`config.mk`:
```
export PLATFORM = sky130hd
export DESIGN_NAME = dvsd_counter_sequencer
export DESIGN_NICKNAME = d
export VERILOG_FILES = /design/src/rtl/dvsd_counter_sequencer_pkg.sv /design/src/rtl/dvsd_step_prescaler.sv /design/src/rtl/dvsd_counter_sequencer.sv
export SDC_FILE = /design/constraint.sdc
export NUM_CORES = 1
export LEC_CHECK = 0
export ABC_AREA = 1
export ABC_CLOCK_PERIOD_IN_PS = 2100
export CAP_MARGIN = 20
export CORE_MARGIN = 1.5
export CORE_UTILIZATION = 45
export CTS_CLUSTER_DIAMETER = 200
export DETAILED_ROUTE_END_ITERATION = 7
export GPL_TIMING_DRIVEN = 0
export MAX_ROUTING_LAYER = met4
export PLACE_DENSITY = 0.79
export SLEW_MARGIN = 30
export SYNTH_ARGS = -nofsm -noshare
export SYNTH_HDL_FRONTEND = slang
export SYNTH_SLANG_ARGS = --single-unit
```
`constraint.sdc`:
```
create_clock -name clk -period 2.1 [get_ports clk]
set_clock_uncertainty 0.05 [all_clocks]
set_input_delay 0.63 -clock clk [delete_from_list [all_inputs] [get_ports clk]]
set_output_delay 0.63 -clock clk [all_outputs]
set_load 0.05 [all_outputs]
```
`src/rtl/dvsd_counter_sequencer_pkg.sv`:
```
// ---------------------------------------------------------------------------
// dvsd_counter_sequencer_pkg : state and mode encodings for the sequencer. Rev 1.0
// ---------------------------------------------------------------------------
`default_nettype none

package dvsd_counter_sequencer_pkg;

  typedef enum logic [2:0] {
    S_IDLE = 3'd0,
    S_GOTO = 3'd1,
    S_OUT  = 3'd2,
    S_BACK = 3'd3,
    S_DONE = 3'd4
  } state_e;

  localparam logic MODE_GOTO   = 1'b0;
  localparam logic MODE_BOUNCE = 1'b1;

endpackage

`default_nettype wire

```
`src/rtl/dvsd_step_prescaler.sv`:
```
// ---------------------------------------------------------------------------
// dvsd_step_prescaler : reloadable down counter producing one tick every div+1 cycles. Rev 1.0
// ---------------------------------------------------------------------------
`default_nettype none

module dvsd_step_prescaler #(
  parameter int DIV_W = 8
) (
  input  logic             clk,
  input  logic             reset,
  input  logic             load_i,
  input  logic [DIV_W-1:0] div_i,
  input  logic             run_i,
  output logic             tick_o
);

  logic [DIV_W-1:0] cnt_q;

  assign tick_o = run_i && (cnt_q == '0);

  always_ff @(posedge clk or posedge reset) begin
    if (reset) begin
      cnt_q <= '0;
    end else if (load_i) begin
      cnt_q <= div_i;
    end else if (run_i) begin
      cnt_q <= (cnt_q == '0) ? div_i : cnt_q - 1'b1;
    end
  end

endmodule

`default_nettype wire

```
`src/rtl/dvsd_counter_sequencer.sv`:
```
// ---------------------------------------------------------------------------
// dvsd_counter_sequencer : command-driven GOTO/BOUNCE pacing of a 4-bit up/down counter. Rev 1.0
// ---------------------------------------------------------------------------
`default_nettype none

module dvsd_counter_sequencer
  import dvsd_counter_sequencer_pkg::*;
#(
  parameter int WIDTH = 4,
  parameter int DIV_W = 8,
  parameter int REP_W = 4
) (
  input  logic             clk,
  input  logic             reset,
  input  logic             cmd_valid,
  output logic             cmd_ready,
  input  logic             cmd_mode,
  input  logic [WIDTH-1:0] cmd_target,
  input  logic [REP_W-1:0] cmd_reps,
  input  logic [DIV_W-1:0] cmd_div,
  input  logic             abort,
  output logic [WIDTH-1:0] out,
  output logic             updown,
  output logic             busy,
  output logic             done
);

  state_e           state_q;
  logic [WIDTH-1:0] out_q;
  logic [WIDTH-1:0] target_q;
  logic [WIDTH-1:0] origin_q;
  logic [REP_W-1:0] reps_q;
  logic [DIV_W-1:0] div_q;
  logic             updown_q;
  logic             busy_q;
  logic             done_q;
  logic             ready_q;

  logic             accept;
  logic             moving;
  logic             tick;
  logic [DIV_W-1:0] pre_div;
  logic [WIDTH-1:0] out_d;

  assign accept  = cmd_valid && ready_q;
  assign moving  = (state_q == S_GOTO) || (state_q == S_OUT) || (state_q == S_BACK);
  assign pre_div = accept ? cmd_div : div_q;
  assign out_d   = updown_q ? out_q + 1'b1 : out_q - 1'b1;

  dvsd_step_prescaler #(
    .DIV_W (DIV_W)
  ) u_prescaler (
    .clk    (clk),
    .reset  (reset),
    .load_i (accept),
    .div_i  (pre_div),
    .run_i  (moving),
    .tick_o (tick)
  );

  always_ff @(posedge clk or posedge reset) begin
    if (reset) begin
      state_q  <= S_IDLE;
      out_q    <= '0;
      target_q <= '0;
      origin_q <= '0;
      reps_q   <= '0;
      div_q    <= '0;
      updown_q <= 1'b0;
      busy_q   <= 1'b0;
      done_q   <= 1'b0;
      ready_q  <= 1'b1;
    end else begin
      done_q <= 1'b0;
      case (state_q)
        S_IDLE: begin
          if (accept) begin
            target_q <= cmd_target;
            reps_q   <= cmd_reps;
            div_q    <= cmd_div;
            origin_q <= out_q;
            ready_q  <= 1'b0;
            if (cmd_mode == MODE_GOTO) begin
              updown_q <= (cmd_target > out_q);
              if (cmd_target == out_q) begin
                state_q <= S_DONE;
                done_q  <= 1'b1;
              end else begin
                state_q <= S_GOTO;
                busy_q  <= 1'b1;
              end
            end else if ((cmd_reps == '0) || (cmd_target == out_q)) begin
              // Degenerate bounce: no motion, direction left untouched
              state_q <= S_DONE;
              done_q  <= 1'b1;
            end else begin
              updown_q <= (cmd_target > out_q);
              state_q  <= S_OUT;
              busy_q   <= 1'b1;
            end
          end
        end
        S_GOTO, S_OUT, S_BACK: begin
          // Abort takes priority over a coincident tick: no step on that edge
          if (abort) begin
            state_q <= S_DONE;
            busy_q  <= 1'b0;
            done_q  <= 1'b1;
          end else if (tick) begin
            out_q <= out_d;
            case (state_q)
              S_GOTO: begin
                if (out_d == target_q) begin
                  state_q <= S_DONE;
                  busy_q  <= 1'b0;
                  done_q  <= 1'b1;
                end
              end
              S_OUT: begin
                if (out_d == target_q) begin
                  state_q  <= S_BACK;
                  updown_q <= ~updown_q;
                end
              end
              default: begin
                if (out_d == origin_q) begin
                  reps_q <= reps_q - 1'b1;
                  if (reps_q == REP_W'(1)) begin
                    state_q <= S_DONE;
                    busy_q  <= 1'b0;
                    done_q  <= 1'b1;
                  end else begin
                    state_q  <= S_OUT;
                    updown_q <= ~updown_q;
                  end
                end
              end
            endcase
          end
        end
        S_DONE: begin
          state_q <= S_IDLE;
          ready_q <= 1'b1;
        end
        default: begin
          state_q <= S_IDLE;
          busy_q  <= 1'b0;
          ready_q <= 1'b1;
        end
      endcase
    end
  end

  assign cmd_ready = ready_q;
  assign out       = out_q;
  assign updown    = updown_q;
  assign busy      = busy_q;
  assign done      = done_q;

endmodule

`default_nettype wire

```
## Yosys cells after proc, flatten, opt, wreduce, memory -nomap -nowiden

Cells that the tools add are included.

| word-level totals | value |
|---|---|
| register bits after elaboration | 39 |
| output and inout port bits | 8 |

| operators by class | value |
|---|---|
| add/subtract/negate cells | 4 |
| $lt $le $gt $ge | 1 |
| eq/ne operators | 26 |
| muxes and demuxes | 57 |
| bitwise gates (word level) | 4 |
| reduce and logical (&&, ||, !) cells | 19 |

Operators with widths:

| cell | number |
|---|---|
| two-way mux 8 bit | 4 |
| two-way mux 3 bit | 10 |
| two-way mux 1 bit | 27 |
| two-way mux 4 bit | 6 |
| inequality test 3 bit, second input constant | 7 |
| AND reduction 9 bit | 2 |
| inequality test 4 bit, second input constant | 4 |
| == test 4 bit | 3 |
| inequality test 2 bit, second input constant | 6 |
| case mux 1 bit (2 select lines) | 6 |
| case mux 3 bit (2 select lines) | 2 |
| zero test 8 bit | 1 |
| case mux 4 bit (2 select lines) | 1 |
| subtractor 4 x 1 -> 4 bit, second input constant | 2 |
| subtractor 8 x 1 -> 8 bit, second input constant | 1 |
| == test 3 x 2 -> 1 bit, second input constant | 2 |
| AND reduction 6 bit | 1 |
| inequality test 5 bit, second input constant | 1 |
| AND reduction 5 bit | 1 |
| adder 4 x 1 -> 4 bit, second input constant | 1 |
| == test 4 x 1 -> 1 bit, second input constant | 1 |
| > comparator 4 bit | 1 |
| zero test 4 bit | 1 |
| NOT 1 bit | 4 |
| 11 further kinds | 16 |

## Depth between registers and ports, before layout

Gate-level depths: netlist (run 1).

| logic depth | value |
|---|---|
| depth in word-level cells | 8 |
| mapped depth | 15 |
| mapped depth without buffers | 15 |

## By module

A second synthesis (run 1) with hierarchy kept.

| second synthesis, totals | value |
|---|---|
| cells, all modules | 361 |
| area, all modules | 2677.6 µm² |

Modules (own cells, without submodules):

| module | instances | cells an instance | area each (µm²) | sequential area each (µm²) |
|---|---|---|---|---|
| dvsd_counter_sequencer | 1 | 267 | 2018.2 | 777.0 |
| dvsd_step_prescaler | 1 | 94 | 659.4 | 200.2 |

## Least setup slack after synthesis (run 1)

OpenSTA, ideal clock, no wires.

| timing | value |
|---|---|
| path type | flip-flop to flip-flop |
| start | reg out_q[0] (netlist: out[0]) |
| end | reg state_q[0] |
| setup time | 0.117 ns |
| arrival | 2.291 ns |
| data required time | 1.933 ns |
| path slack | -0.358 ns |
| cell stages (with the launch flop) | 14 |
| buffers on the path | 0 |
| clock period less this slack | 2.458 ns |
| cell sequence | dfrtp_1 > inv_1 > fa_1 > nor2_1 > nor2_1 > nand3_1 > nor2_1 > nand3_1 > nand3_1 > nand2_1 > inv_1 > nand2_2 > nand2_1 > nand2_1 |

| between the ends | value |
|---|---|
| cells in the longest elaborated chain, start to end | 5 |
| elaborated cells on any way between the ends | 14 |
| classes of those cells | add/sub: 2; eq/ne: 6; mux: 5; reduce/logical: 1 |

RTL lines:

| element | line | text |
|---|---|---|
| from (decl) | dvsd_counter_sequencer.sv:29 | `logic [WIDTH-1:0] out_q;` |
| from (signal assigned) | dvsd_counter_sequencer.sv:110 | `out_q <= out_d;` |
| subtractor 4 x 1 -> 4 bit or adder 4 x 1 -> 4 bit (tied branches) | dvsd_counter_sequencer.sv:48 | `assign out_d = updown_q ? out_q + 1'b1 : out_q - 1'b1;` |
| two-way mux 4 bit * | dvsd_counter_sequencer.sv:48 |  |
| named net out_d[0] | dvsd_counter_sequencer.sv:43 | `logic [WIDTH-1:0] out_d;` |
| == test 4 bit, on equally long branches | dvsd_counter_sequencer.sv:126, dvsd_counter_sequencer.sv:113, dvsd_counter_sequencer.sv:120 |  |
| inequality test 5 bit (no line) or inequality test 4 bit (tied branches) | - |  |
| AND reduction 5 bit (no line) * | - |  |
| to (signal assigned) | dvsd_counter_sequencer.sv:63 | `state_q <= S_IDLE;` |
| to (signal assigned) | dvsd_counter_sequencer.sv:129 | `state_q <= S_DONE;` |
| to (signal assigned) | dvsd_counter_sequencer.sv:133 | `state_q <= S_OUT;` |
| to (decl) | dvsd_counter_sequencer.sv:28 | `state_e state_q;` |

Mark *: on every way through the listed nets, which the timed path passes. The rest lies on a longest branch. The select of a mux whose other input is x is not followed.
A chain may end at the register's enable or synchronous reset.

## Worst setup path in the final report (run 1)

| timing | value |
|---|---|
| start | reg out_q[0] (netlist: out[0]) |
| end | reg state_q[1] |

Same word-level chain as after synthesis.

==> out/metrics.csv, run 1 <==
stage,metric,value,unit
setup_path,Crit-path slowest cell,sky130_fd_sc_hd__fa_2,
detailed_routing,number of detailed-route iterations in the first pass,5,
placed_design,worst slack at placement,-0.3454,ns
layout,fraction of layout instances using a drive strength above 1,17.83,%
detailed_routing,detailed-route via count,2330,
sta,# setup viols final,3,
global_routing,number of global-route vias before repair,2269,
placed_design,post-DP HPWL,4.176,mm
detailed_routing,starting DRC count in detailed routing,103,
detailed_routing,remaining antenna violation count,0,
clock_network,number of sinks on the clock net,39,
sta,slew at the pin closest to its max-slew limit,0.4856,ns
setup_path,CP cell instances,"inv_2, fa_2, nor2_1, nor2_1, nand3_1, nor2_2, nand3_2, nand3_2, nand2_2, inv_2, nand2_4, nand2_2, nand2_2",
placed_design,Placed Instance Area,0.002882,sq mm
layout,diode insertion count for antenna repair,0,
layout,final instance area,0.003167,sq mm
status,run status,"complete, but fails checks",
clock_network,number of buffers added by the clock tree synthesis step,5,
setup_path,critical path start-end classification,flip-flop to flip-flop,
clock_network,"Clk Latency, worst-skew pair",0.30,ns
placed_design,global placer's final weighted congestion,0.9246,
placed_design,Placed Instances,443,
setup_path,count of buffer and inverter cells on the critical path,2,
hold_path,HP Class,flip-flop to flip-flop,
layout,multi-input combinational cell area,0.001396,sq mm
sta,endpoints failing hold,0,
setup_path,data required time at the worst endpoint,2.24,ns
setup_path,CP peak stage delay,0.61,ns
setup_path,dominant delay contributor by cell family on the critical path,simple AND/OR/NAND/NOR gates,
die,site row count,26,
detailed_routing,post-detailed-route DRC marker count,0,
logic_synthesis,"EDFF count, synth",0,
clock_network,largest buffer count on any clock path,2,
sta,slew margin rel.,67.76,%
logic_synthesis,fraction of synthesis flops using an asynchronous set or reset pin,100.0,%
logic_synthesis,sequential element share of the synthesized area,39.44,%
global_routing,antenna violations before repair,0,
die,Die X-Extent,77.20,um
sta,max-slew violation count,0,
power,worst-case vdd ir drop,0.2986,mV
layout,Finished Core Util,60.84,%
sta,Final period util,102.0,%
sta,minimum period implied by the final worst setup slack,2.142,ns
placed_design,Port-buffer cells,28,
power,total leakage power,1.545,nW
global_routing,pin count of the biggest net entering global routing,22,
power,pwr dens,503.8,mW/mm^2
setup_path,crit-path most repeated cell,sky130_fd_sc_hd__nand2_2,
layout,final standard cell count with taps included and fillers excluded,457,
die,area enclosed by the die boundary,0.005959,sq mm
global_routing,total routing usage reported by global routing,21.49,%
setup_path,arrival time of the worst setup path,2.28,ns
die,Ports,29,
logic_synthesis,post-synthesis area per instance,7.202,sq um
layout,"commonest non-fill, non-tap cells in the layout","sky130_fd_sc_hd__nand2_1 (87), sky130_fd_sc_hd__inv_1 (38), sky130_fd_sc_hd__nor2_1 (35), sky130_fd_sc_hd__dfrtp_1 (35), sky130_fd_sc_hd__o21ai_0 (22)",
layout,Total Nets Final,417,
detailed_routing,sum of routed wire length over all layers,5.636,mm
layout,layout-stage area growth over the synthesis result,27.83,%
logic_synthesis,share of the synthesized area in the top cell type,38.38,%
detailed_routing,detail-routed via count per cell,5.098,
die,Core Footprint,0.005205,sq mm
sta,sum of negative setup slack,-0.08690,ns
die,DIE HEIGHT,77.20,um
flow_run,reported max-cap violation count,0,
setup_path,maximum fanout count along the critical path,4,
logic_synthesis,warnings from Yosys,0,
clock_network,clock slew at reported path FFs,0.09,ns
clock_network,CTS tree,done,
logic_synthesis,cell area after technology mapping,0.002477,sq mm
sta,final setup slack of the worst path,-0.04160,ns
clock_network,cell at the root of the clock tree,sky130_fd_sc_hd__clkbuf_8,
clock_network,depth of the CTS H-tree,2,
sta,timing-limited maximum frequency,466.9,MHz
logic_synthesis,distinct cell type count of the synthesized netlist,35,
logic_synthesis,flip-flop and latch count after synthesis,39,
die,Initial Util,47.60,%
layout,most frequent standard cell in the layout excluding fill and tap cells,sky130_fd_sc_hd__nand2_1,
logic_synthesis,top flip-flop cell by instance count after synthesis,sky130_fd_sc_hd__dfrtp_1,
setup_path,Worst setup EP type,flip-flop,
logic_synthesis,cell accounting for the most synthesized area,sky130_fd_sc_hd__dfrtp_1,
setup_path,sort of element at the start of the critical path,flip-flop,
logic_synthesis,leading post-synthesis cells by cell area,"sky130_fd_sc_hd__dfrtp_1 (38%), sky130_fd_sc_hd__nand2_1 (15%), sky130_fd_sc_hd__inv_1 (6.8%)",
sta,setup repair after global routing missed its margin,true,
layout,register area,980.9,sq um
detailed_routing,detailed-route wire length per cell,12.33,um
layout,final-layout fill cell count,485,
global_routing,global-route wire length before repair,10.01,mm
status,failing checks,setup timing,
logic_synthesis,"Net Count, Synth",375,
logic_synthesis,number of instances in the synthesized netlist,344,
global_routing,global route overflow,0,
==> synth_stat cells, types with 2 or more instances <==
cell and instances:
sky130_fd_sc_hd__xor2_1 5, sky130_fd_sc_hd__o21bai_1 3, sky130_fd_sc_hd__nand3_1 20, sky130_fd_sc_hd__nand3b_1 2, sky130_fd_sc_hd__o21ai_1 2, sky130_fd_sc_hd__o311ai_1 2, sky130_fd_sc_hd__clkbuf_1 3, sky130_fd_sc_hd__nand3_2 2
sky130_fd_sc_hd__nand2_1 96, sky130_fd_sc_hd__o211ai_1 2, sky130_fd_sc_hd__ha_1 9, sky130_fd_sc_hd__a21oi_1 8, sky130_fd_sc_hd__buf_2 3, sky130_fd_sc_hd__xnor2_1 4, sky130_fd_sc_hd__nand2_2 5, sky130_fd_sc_hd__o221ai_1 3
sky130_fd_sc_hd__o21ai_0 24, sky130_fd_sc_hd__dfrtp_1 38, sky130_fd_sc_hd__nor2_2 3, sky130_fd_sc_hd__a31oi_1 6, sky130_fd_sc_hd__nor2_1 41, sky130_fd_sc_hd__nor3_1 3, sky130_fd_sc_hd__nand4_1 4, sky130_fd_sc_hd__inv_1 45
==> tightest hold or removal path: cells and delay by family, from the launching register on <==
kind / cells / cell delay, ns
flip-flops: 1 / 0.35
AO/OA/AOI/OAI: 1 / 0.06
AND/OR/NAND/NOR: 1 / 0.05
==> cells by family (layout without fill, tap and decap cells) <==
| logic type | count (synthesis) | after routing | synth area share [%] |
|---|---|---|---|
| simple gates | 178 | 178 | 30.35 |
| compound gates | 54 | 54 | 12.98 |
| buf+inv | 54 | 97 | 8.687 |
| flops | 39 | 39 | 39.44 |
| fa+ha+maj | 10 | 10 | 5.354 |
| xor+xnor | 9 | 9 | 3.182 |
==> path summary, 6_finish.rpt <==
check	startpoint	endpoint	slack, ns	cells past startpoint
worst max-delay path	out[0]	state_q[1]	-0.04	13
worst min-delay path	div_q[7]	div_q[7]	0.45	2
worst max register to register	out[0]	state_q[1]	-0.04	13
worst min register to register	div_q[7]	div_q[7]	0.45	2
max in group asynchronous	reset	cmd_ready	0.87	3
min in group asynchronous	reset	target_q[0]	0.60	2
==> routing by layer <==
layer	global-route usage [%]	routed length [um]	up-vias
met3	2.857	194	16
met4	9.455	135	0
met2	34.39	2718	46
li1	-	-	1202
met1	27.18	2588	1066
met5	-	0	-
==> per-stage QoR <==
step	hold WS [ns]	power (mW)
4_1_cts	0.4592	1.602
6_report	0.4545	1.595
3_3_place_gp	0.4258	0.8483
3_5_place_dp	0.4416	0.8558
5_1_grt	0.4876	1.658
2_1_floorplan	0.4036	0.7984
==> power by group <==
| group | internal [mW] | total, mW | switching (mW) | leakage [nW] |
|---|---|---|---|---|
| Combinational | 0.0517 | 0.0967 | 0.0450 | 1.03 |
| Sequential | 0.750 | 0.750 | 0 | 0.454 |
| Clock | 0.475 | 0.748 | 0.273 | 0.0654 |
| Total | 1.28 | 1.60 | 0.318 | 1.54 |
==> timing repair <==
item / CTS / global route
setup endpoints to repair: 18 / 17
resized for setup: 16 / 30
hold buffers: 0 / 0
pin swaps: 8 / 18
setup buffers: 3 / 3
==> layout make-up <==
cell class | count | area share, %
plain buffers | 7 | 1.106
repair buffers | 35 | 11.14
inverters | 47 | 5.729
multi-input cells | 251 | 44.09
clock inverters | 2 | 1.896
clock buffers | 6 | 2.292
well taps | 70 | 2.766
flip-flops and latches | 39 | 30.98
==> state kept, by name, indices dropped and copies added, names as in the netlist <==
register	flops
div_q	8
u_prescaler.cnt_q	8
origin_q	4
out	4
reps_q	4
target_q	4
state_q	3
busy	1
cmd_ready	1
done	1
updown	1
Power figures use the tool's default switching activity.
==> inputs of run 2 (changes only) <==
CAP_MARGIN = 25   (was 20)
==> results of run 2 <==
Same layout as run 1: the final DEF is identical, and so are final timing and power.
==> inputs of run 3 (changes only) <==
CAP_MARGIN = 0   (was 25)
MAX_ROUTING_LAYER = not set   (was met4)
PLACE_DENSITY = not set   (was 0.79)
PLACE_DENSITY_LB_ADDON = 0.05   (was not set)
==> run 3 against run 2 <==
- the run still ends with setup timing left
- sequential share of layout area is 0.22 points higher
- hold slack worse by 0.0024 ns
- flip-flop and latch count did not move
- combinational power shrank 2.4%
- clock-buffer cell count is the same
- power down 5.2%
- setup slack improved by 0.032 ns
- cell count is 0.44% higher
- register-to-register slack improved by 0.03 ns
- non-clock buffer count increased by 2
- fmax up 1.5%
- largest cell class unchanged
- highest routed layer unchanged
==> out/metrics.csv, run 3 (synthesis results as in run 1) <==
stage,metric,value,unit,change
status,run status,"complete, but fails checks",,
status,failing checks,setup timing,,
layout,diode insertion count for antenna repair,0,,unchanged
die,Ports,29,,unchanged
sta,Final period util,100.5,%,-1.5 points
flow_run,reported max-cap violation count,0,,unchanged
detailed_routing,detailed-route wire length per cell,12.90,um,+4.6%
sta,worst hold slack,0.4521,ns,-0.002355 ns
sta,minimum period implied by the final worst setup slack,2.110,ns,-0.03162 ns
setup_path,arrival time of the worst setup path,2.25,ns,-0.03 ns
die,Die X-Extent,77.20,um,unchanged
global_routing,met1 Usage GRT,29.34,%,+2.2 points
clock_network,Post-CTS Hold Buffers,0,,unchanged
detailed_routing,remaining antenna violation count,0,,unchanged
die,site row count,26,,unchanged
placed_design,Placed Instance Area,0.002874,sq mm,-0.26%
hold_path,number of stages on the worst hold path,2,,unchanged
global_routing,GRT busiest layer,met2,,
layout,fraction of layout instances using a drive strength above 1,16.97,%,-0.86 points
placed_design,post-DP HPWL,4.340,mm,+3.9%
setup_path,r2r setup slk,-0.01,ns,+0.03 ns
detailed_routing,detailed-route via count,2316,,-0.60%
sta,endpoints failing hold,0,,unchanged
layout,layout-stage area growth over the synthesis result,26.92,%,
clock_network,"Clk Latency, worst-skew pair",0.30,ns,about the same
clock_network,largest buffer count on any clock path,2,,unchanged
setup_path,data required time at the worst endpoint,2.24,ns,about the same
detailed_routing,detail-routed via count per cell,5.046,,-1.0%
global_routing,GRT met3 Usage,3.929,%,+1.1 points
setup_path,critical path start-end classification,flip-flop to flip-flop,,
detailed_routing,post-detailed-route DRC marker count,0,,unchanged
power,total leakage power,1.534,nW,-0.71%
clock_network,number of sinks on the clock net,39,,unchanged
layout,Finished Core Util,60.41,%,-0.43 points
layout,largest registers in the final layout,"div_q x8, u_prescaler.cnt_q x8",,
power,worst-case vdd ir drop,0.3622,mV,+21%
clock_network,CTS tree,done,,
layout,final instance area,0.003144,sq mm,-0.71%
setup_path,depth of the worst register-to-register path,13,,unchanged
clock_network,number of buffers added by the clock tree synthesis step,5,,unchanged
global_routing,global-route wire length before repair,10.28,mm,+2.7%
global_routing,antenna violations before repair,0,,unchanged
sta,# setup viols final,1,,-2
detailed_routing,sum of routed wire length over all layers,5.921,mm,+5.1%
layout,Total Nets Final,419,,+0.48%
sta,slew at the pin closest to its max-slew limit,0.4988,ns,+0.01328 ns
hold_path,worst min-delay path endpoint,target_q[3],,
global_routing,met2 routing resource usage after global routing,36.14,%,+1.8 points
global_routing,pin count of the biggest net entering global routing,28,,+27%
clock_network,cell at the root of the clock tree,sky130_fd_sc_hd__clkbuf_8,,
detailed_routing,starting DRC count in detailed routing,91,,-12%
die,Core Footprint,0.005205,sq mm,unchanged
detailed_routing,number of detailed-route iterations in the first pass,4,,-1
setup_path,critical register-to-register path endpoint,state_q[1],,
layout,final standard cell count with taps included and fillers excluded,459,,+0.44%
sta,final setup slack of the worst path,-0.009985,ns,+0.03162 ns
hold_path,source of the worst hold timing path,target_q[3],,
global_routing,global route overflow,0,,unchanged
clock_network,depth of the CTS H-tree,2,,unchanged
layout,"commonest non-fill, non-tap cells in the layout","sky130_fd_sc_hd__nand2_1 (90), sky130_fd_sc_hd__inv_1 (39), sky130_fd_sc_hd__nor2_1 (37)",,
sta,max-slew violation count,0,,unchanged
layout,final-layout fill cell count,480,,-1.0%
clock_network,clock slew at reported path FFs,0.08,ns,about the same
die,DIE HEIGHT,77.20,um,unchanged
setup_path,launch instance of the worst register-to-register path,out[1],,
global_routing,total routing usage reported by global routing,21.81,%,+0.32 points
sta,timing-limited maximum frequency,473.9,MHz,+1.5%
layout,most frequent standard cell in the layout excluding fill and tap cells,sky130_fd_sc_hd__nand2_1,,
placed_design,global placer's final weighted congestion,0.8967,,-3.0%
hold_path,HP Class,flip-flop to flip-flop,,
setup_path,Worst setup EP type,flip-flop,,
die,Initial Util,47.60,%,unchanged
setup_path,sort of element at the start of the critical path,flip-flop,,
global_routing,number of global-route vias before repair,2203,,-2.9%
sta,slew margin rel.,66.69,%,-1.1 points
placed_design,Placed Instances,443,,unchanged
setup_path,maximum fanout count along the critical path,4,,unchanged
placed_design,Port-buffer cells,28,,unchanged
power,pwr dens,481.0,mW/mm^2,-4.5%
sta,setup repair after global routing missed its margin,true,,
die,area enclosed by the die boundary,0.005959,sq mm,unchanged
-- run 3: cell types whose count changed in the layout (fill, tap and decap cells not counted), sizes merged --
cell,before,now
clkdlybuf4s15,0,1
dlymetal6s2s,4,1
dlygate4sd2,8,6
clkdlybuf4s50,16,20
bufinv,2,1
buf,11,13
clkinv,1,2
-- run 3: routing by layer --
| metal | wire, um | vias up | part of all wire (%) |
|---|---|---|---|
| li1 | - | 1203 | - |
| met1 | 2885 | 1071 | 49 |
| met2 | 2815 | 35 | 48 |
| met3 | 146 | 7 | 2.5 |
| met4 | 74 | 0 | 1.2 |
| met5 | 0 | - | 0 |
-- run 3: power by group --
group	leakage, nW	internal (mW)	switching, mW	total (mW)
clock	0.0612	0.385	0.283	0.668
sequential	0.454	0.750	0	0.750
combinational	1.02	0.0508	0.0436	0.0944
-- run 3: timing repair --
| action | CTS | global route |
|---|---|---|
| pin swaps | 10 | 14 |
| resized for setup | 15 | 24 |
| endpoints found under the setup margin | 17 | 25 |
| buffers inserted | 6 | 2 |
-- run 3: through the flow --
step | TNS, ns | setup WS, ns | total power [mW]
after CTS | 0 | 0.0006448 | 1.518
after detailed placement | -5.840 | -0.3485 | 0.8539
after global routing | -1.060 | -0.1591 | 1.560
final | -0.009985 | -0.009985 | 1.512
after floorplan | -0.1811 | -0.05189 | 0.7984
after global placement | -21.69 | -0.5573 | 0.8490
-- run 3: critical path, cell delays in order (launching register included) --
cell and delay, ns:
sky130_fd_sc_hd__dfrtp_2 0.38, sky130_fd_sc_hd__inv_2 0.05, sky130_fd_sc_hd__fa_2 0.61, sky130_fd_sc_hd__nor2_2 0.04
sky130_fd_sc_hd__nor2_1 0.10, sky130_fd_sc_hd__nand3_1 0.09, sky130_fd_sc_hd__nor2_2 0.15, sky130_fd_sc_hd__nand3_2 0.13
sky130_fd_sc_hd__nand3_2 0.09, sky130_fd_sc_hd__nand2_2 0.07, sky130_fd_sc_hd__inv_2 0.06, sky130_fd_sc_hd__nand2_4 0.06
sky130_fd_sc_hd__nand2_2 0.06, sky130_fd_sc_hd__nand2_2 0.05
-- run 3: area by class of cell --
type                       instances  area [sq um]  area share [%]
timing repair buffer              37         355.3           11.30
sequential                        39         980.9           31.20
clock inverter                     2         35.03           1.114
inverter                          47         181.4           5.770
multi-input combinational        251          1385           44.05
tap                               70         87.58           2.786
buffer                             7         36.28           1.154
clock buffer                       6         82.58           2.626
-- run 3: worst max path at each step --
| stage | from | to | slack [ns] | depth (start not counted) |
|---|---|---|---|---|
| final | out[1] | state_q[1] | -0.01 | 13 |
| after global routing | out[0] | state_q[1] | -0.16 | 13 |
| after detailed placement | cmd_target[3] | busy | -0.35 | 9 |
| after CTS | out[1] | state_q[1] | 0.0006 | 14 |
| after floorplan | out[0] | state_q[0] | -0.05 | 13 |
| after global placement | reset | updown | -0.56 | 2 |
